===== src/rtl/ahb_slave_if.sv =====
// ahb_slave_if: AHB-lite responder front-end that queues bridge-window transfers into an in-order request FIFO.
module ahb_slave_if #(
  parameter logic [31:0] ADDR_LO    = 32'h8000_0000,
  parameter logic [31:0] ADDR_HI    = 32'h8C00_0000,
  parameter int          FIFO_DEPTH = 4
) (
  input  logic        hclk,
  input  logic        hreset,
  input  logic [31:0] haddr,
  input  logic [1:0]  htrans,
  input  logic        hwrite,
  input  logic        hreadyin,
  input  logic [31:0] hwdata,
  output logic        hreadyout,
  output logic [1:0]  hresp,
  output logic [31:0] hrdata,
  output logic        req_valid,
  input  logic        req_ready,
  output logic [31:0] req_addr,
  output logic        req_write,
  output logic [31:0] req_wdata,
  input  logic        rsp_valid,
  input  logic [31:0] rsp_rdata
);
  localparam int AW = $clog2(FIFO_DEPTH);
  localparam int CW = AW + 1;
  typedef enum logic [2:0] {IDLE, WDATA, RREQ, RWAIT, RDONE, ERR1, ERR2} state_t;
  typedef struct packed {
    logic [31:0] addr;
    logic        write;
    logic [31:0] wdata;
  } entry_t;
  state_t        state_q, state_d;
  logic [31:0]   addr_q, addr_d;
  logic [31:0]   hrdata_q, hrdata_d;
  logic [AW-1:0] wr_ptr_q, wr_ptr_d, rd_ptr_q, rd_ptr_d;
  logic [CW-1:0] count_q, count_d;
  entry_t        mem_q [FIFO_DEPTH];
  entry_t        mem_d [FIFO_DEPTH];
  logic          full, hit, accept, push, pop, unused_trans;
  assign unused_trans = htrans[0];
  assign full   = count_q == CW'(FIFO_DEPTH);
  assign hit    = haddr >= ADDR_LO && haddr < ADDR_HI;
  assign accept = hreadyin && htrans[1] && hreadyout;
  assign push   = !full && (state_q == WDATA || state_q == RREQ);
  assign pop    = req_valid && req_ready;
  always_ff @(posedge hclk) begin
    if (hreset) begin
      state_q  <= IDLE;
      addr_q   <= '0;
      hrdata_q <= '0;
      wr_ptr_q <= '0;
      rd_ptr_q <= '0;
      count_q  <= '0;
    end else begin
      state_q  <= state_d;
      addr_q   <= addr_d;
      hrdata_q <= hrdata_d;
      wr_ptr_q <= wr_ptr_d;
      rd_ptr_q <= rd_ptr_d;
      count_q  <= count_d;
    end
  end
  always_ff @(posedge hclk) mem_q <= mem_d;
  always_comb begin
    state_d = state_q;
    addr_d  = addr_q;
    if (accept) begin
      state_d = !hit ? ERR1 : hwrite ? WDATA : RREQ;
      addr_d  = hit ? haddr : addr_q;
    end else begin
      case (state_q)
        WDATA:   state_d = full ? WDATA : IDLE;
        RREQ:    state_d = full ? RREQ : RWAIT;
        RWAIT:   state_d = rsp_valid ? RDONE : RWAIT;
        ERR1:    state_d = ERR2;
        default: state_d = IDLE;
      endcase
    end
  end
  // Push is refused while full even if a pop happens the same cycle.
  always_comb begin
    mem_d    = mem_q;
    hrdata_d = (state_q == RWAIT && rsp_valid) ? rsp_rdata : hrdata_q;
    if (push)
      mem_d[wr_ptr_q] = '{addr: addr_q, write: state_q == WDATA, wdata: state_q == WDATA ? hwdata : 32'h0};
    wr_ptr_d = wr_ptr_q + AW'(push);
    rd_ptr_d = rd_ptr_q + AW'(pop);
    count_d  = count_q + CW'(push) - CW'(pop);
  end
  always_comb begin
    hreadyout = (state_q inside {IDLE, RDONE, ERR2}) || (state_q == WDATA && !full);
    hresp     = (state_q == ERR1 || state_q == ERR2) ? 2'b01 : 2'b00;
    hrdata    = hrdata_q;
    req_valid = count_q != '0;
    req_addr  = mem_q[rd_ptr_q].addr;
    req_write = mem_q[rd_ptr_q].write;
    req_wdata = mem_q[rd_ptr_q].wdata;
  end
endmodule


===== config.mk =====
export PLATFORM = sky130hd
export DESIGN_NAME = ahb_slave_if
export DESIGN_NICKNAME = d
export VERILOG_FILES = /design/src/rtl/ahb_slave_if.sv
export SDC_FILE = /design/constraint.sdc
export NUM_CORES = 1
export LEC_CHECK = 0
export ABC_AREA = 0
export BUFFER_PORTS_ARGS = -buffer_cell sky130_fd_sc_hd__clkbuf_2
export CAP_MARGIN = 30
export CORE_MARGIN = 3
export CORE_UTILIZATION = 51
export DETAILED_ROUTE_END_ITERATION = 10
export PLACE_DENSITY_LB_ADDON = 0.2
export SYNTH_ARGS = -nofsm -noshare
export SYNTH_HDL_FRONTEND = slang
export SYNTH_SLANG_ARGS = --single-unit
export TNS_END_PERCENT = 10

===== constraint.sdc =====
create_clock -name hclk -period 5.95 [get_ports hclk]
set_input_delay 0.2975 -clock hclk [delete_from_list [all_inputs] [get_ports hclk]]
set_output_delay 0.2975 -clock hclk [all_outputs]
set_load 0.02 [all_outputs]

==> impl_results.rst <==
.. list-table::
   :header-rows: 1

   * - Metric
     - Value
   * - Delay-heaviest family, CP
     - buffers and inverters
   * - Leak pwr
     - 5.445 nW
   * - Cell type with the largest total area after synthesis
     - sky130_fd_sc_hd__edfxtp_1
   * - Final standard cell count with taps included and fillers excluded
     - 1283
   * - Hold Path Depth
     - 3
   * - Critical Setup Path Class
     - register to output port
   * - Worst setup slack for register-to-register paths
     - 3.25 ns
   * - Cell Area, Synth
     - 12620 sq um
   * - Number of nets with antenna violations after routing
     - 0
   * - Count of synthesis-stage warnings from yosys
     - 0
   * - Worst setup timing slack at the placement stage
     - 3.215 ns
   * - Number of I/O pins
     - 205
   * - R2R depth
     - 4
   * - Area used by multi-input combinational logic
     - 3153 sq um
   * - TritonCTS buffer count
     - 35
   * - Final GP Congestion
     - 0.7487
   * - Number of buffers on the longest clock path
     - 3
   * - Data arrival time of the critical path
     - 2.84 ns
   * - Critical path cell sequence
     - buf_4, mux4_2, clkbuf_2
   * - Final #Nets
     - 1046
   * - Count of buffer and inverter cells on the critical path
     - 2
   * - First-pass GRT wire length
     - 38270 um
   * - Delay contributed by the slowest stage of the critical path
     - 0.85 ns
   * - Setup TNS Final
     - 0 ns
   * - Via count of the first global-routing pass
     - 7021
   * - Filler Cell Count
     - 1728
   * - Critical register-to-register path startpoint
     - state_q[0]
   * - Initial antenna violation count
     - 0
   * - TritonCTS clock tree
     - done
   * - Count of unique library cells instantiated by Yosys
     - 36
   * - Unrepaired setup endpoints after global routing
     - false
   * - Instance area after placement
     - 14030 sq um
   * - Shortest period the worst path allows
     - 3.140 ns
   * - Total wire length
     - 24410 um
   * - Max Clock Skew
     - 0.01070 ns
   * - Power per standard cell area
     - 380.3 nW/um^2
   * - Data required, critical path
     - 5.65 ns
   * - FMAX
     - 0.3185 GHz
   * - Tightest Pin Transition
     - 0.9569 ns
   * - Overall die area
     - 26670 sq um
   * - Mapped Avg Cell Area
     - 17.70 sq um
   * - Overall global routing resource usage
     - 18.60%
   * - Synth cell count leaders
     - 260 x sky130_fd_sc_hd__edfxtp_1, 74 x sky130_fd_sc_hd__dfxtp_1, 71 x sky130_fd_sc_hd__nand2_1
   * - Total number of placement rows
     - 56
   * - Max VDD drop
     - 260.3 uV
   * - Max-capacitance violation count
     - 0
   * - Slowest CP cell
     - sky130_fd_sc_hd__dfxtp_4
   * - Number of instances in the placed design
     - 1205
   * - Root Buffer Master
     - sky130_fd_sc_hd__clkbuf_16
   * - Share of the yosys chip area belonging to registers
     - 73.61%
   * - Synth async-reset ratio
     - 0%
   * - Final setup violating endpoints
     - 0
   * - Die W
     - 163.3 um
   * - Final cycle utilization of the critical path
     - 52.77%
   * - Area growth, synth to finish
     - 21.39%
   * - Share of the synthesized area in the top cell type
     - 61.87%
   * - Number of cells upsized or downsized after cts
     - 0
   * - Initial core utilization
     - 52.82%
   * - Launching element type of the critical path
     - register
   * - Average wire per standard cell
     - 19.03 um
   * - Maximum number of pins on one net before global-route repair
     - 59
   * - Final hold violations
     - 0
   * - Post-Route Hold Slack
     - 0.02269 ns
   * - Count of routing violations after the opening detailed-route iteration
     - 437
   * - Count of flip-flops with a built-in enable after synthesis
     - 260
   * - Most numerous cell in the Yosys netlist
     - sky130_fd_sc_hd__edfxtp_1
   * - Clock-pin transition on the worst setup and hold timing paths
     - 0.06 ns
   * - Most common flop cell mapped by yosys
     - sky130_fd_sc_hd__edfxtp_1
   * - Reg area
     - 9296 sq um
   * - Number of vias per cell after detailed routing
     - 5.277
   * - Final Util
     - 64.11%
   * - Remaining design rule violation count
     - 0
   * - Hold Startpoint
     - rsp_rdata[8]
   * - Hold-fix buffers at CTS
     - 16
   * - Endpoint class of the critical path
     - output port
   * - Floorplan die height
     - 163.3 um
   * - First drt pass iteration count
     - 5
   * - Count of pins over their slew limit
     - 0
   * - Launching instance or port of the critical path
     - rd_ptr_q[0]
   * - Total grt overflow
     - 0
   * - Source-to-sink clock delay at the later pin of the worst-skew pair
     - 0.50 ns
   * - Setup WS post-layout
     - 2.810 ns
   * - End of the worst register-to-register path
     - mem_q[175]
   * - Post-Synthesis Net Count
     - 820
   * - Ratio of cells with drive above 1 in the final layout
     - 34.96%
   * - Endpoint of the worst hold path
     - hrdata[8]
   * - Largest driver fanout on the critical path
     - 36
   * - ANT cells
     - 0
   * - Post CTS Setup Buffer Count
     - 0
   * - Overall power consumption
     - 5.825 mW
   * - Flip-flop and latch count after synthesis
     - 334
   * - IO buf count
     - 202
   * - Sum of net half-perimeters after detailed placement
     - 13980 um
   * - Slew margin rel.
     - 36.21%
   * - Floorplan Core Area
     - 23890 sq um
   * - Total via count in the routed design
     - 6771
   * - Type of the tightest min-delay check
     - primary input to register
   * - Syn Inst Count
     - 713
   * - Finished Cell Area
     - 15320 sq um
   * - H-tree levels
     - 2
   * - Leading cell types by total area after synthesis
     - sky130_fd_sc_hd__edfxtp_1 62%, sky130_fd_sc_hd__dfxtp_1 12%, sky130_fd_sc_hd__mux4_2 12%
   * - Result of the run
     - finished clean
   * - Clk sinks
     - 334
sequential cells by signal (all words and copies together), names as in the netlist:
signal,count
mem_q,260
rd_ptr_q,2
wr_ptr_q,2
hrdata,32
state_q,3
addr_q,32
count_q,3
power breakdown:
part	switching, mW	internal (mW)
Combinational	0.542	0.473
Clock	0.827	1.30
Sequential	0.105	2.58
Total	1.47	4.35
logic make-up after synthesis:
kind of cell / Yosys count / share of synthesized area [%]
AO/OA/AOI/OAI: 41 / 1.914
XOR/XNOR: 7 / 0.4858
adder cells (fa/ha/maj): 3 / 0.3569
buffers and inverters: 45 / 1.676
flip-flops: 334 / 73.61
multiplexers: 96 / 14.10
other: 1 / 0.02972
AND/OR/NAND/NOR: 186 / 7.833
per-layer routing:
metal,global-route usage [%],part of all wire [%]
met1,25.19,43
met2,30.71,50
met3,3.094,4.6
met4,6.959,2.8
met5,0,0
worst reg2reg max path: cells and delay by family (launching register included):
kind                   cells  cell delay, ns
flip-flops                 1            0.52
buffers and inverters      1            0.79
AND/OR/NAND/NOR            2            0.73
XOR/XNOR                   1            0.21
layout make-up:
type / count / area share (%)
tap: 319 / 2.606
clock inverter: 8 / 0.7923
timing repair buffer: 232 / 8.691
clock buffer: 54 / 6.592
inverter: 2 / 0.04901
sequential: 334 / 60.69
multi-input combinational: 334 / 20.58
worst max-delay path by stage:
| stage | endpoint | slack, ns | cells after the start |
|---|---|---|---|
| after floorplan | mem_q[100] | -0.21 | 4 |
| after global placement | addr_q[2] | 3.00 | 5 |
| after detailed placement | req_wdata[20] | 3.21 | 3 |
| after CTS | req_wdata[20] | 2.67 | 3 |
| after global routing | req_wdata[20] | 2.54 | 3 |
| final | req_wdata[20] | 2.81 | 3 |
placed cells by master, fill, tap and decap left out, drive strengths merged, types with 2 or more instances in the layout:
master / netlist / final
bufinv: 0 / 3
mux4: 65 / 65
nor2: 5 / 5
xnor2: 5 / 5
clkbuf: 26 / 255
dlygate4sd3: 0 / 16
dfxtp: 74 / 74
and2: 33 / 33
nor2b: 4 / 4
and3: 2 / 2
xor2: 2 / 2
a211oi: 3 / 3
nand2: 71 / 71
buf: 17 / 15
inv: 2 / 2
clkinvlp: 0 / 2
nor3b: 7 / 7
clkinv: 0 / 3
a21oi: 33 / 33
mux2i: 30 / 30
edfxtp: 260 / 260
nand3b: 2 / 2
nand2b: 58 / 58
ha: 2 / 2
Power figures use the tool's default switching activity.
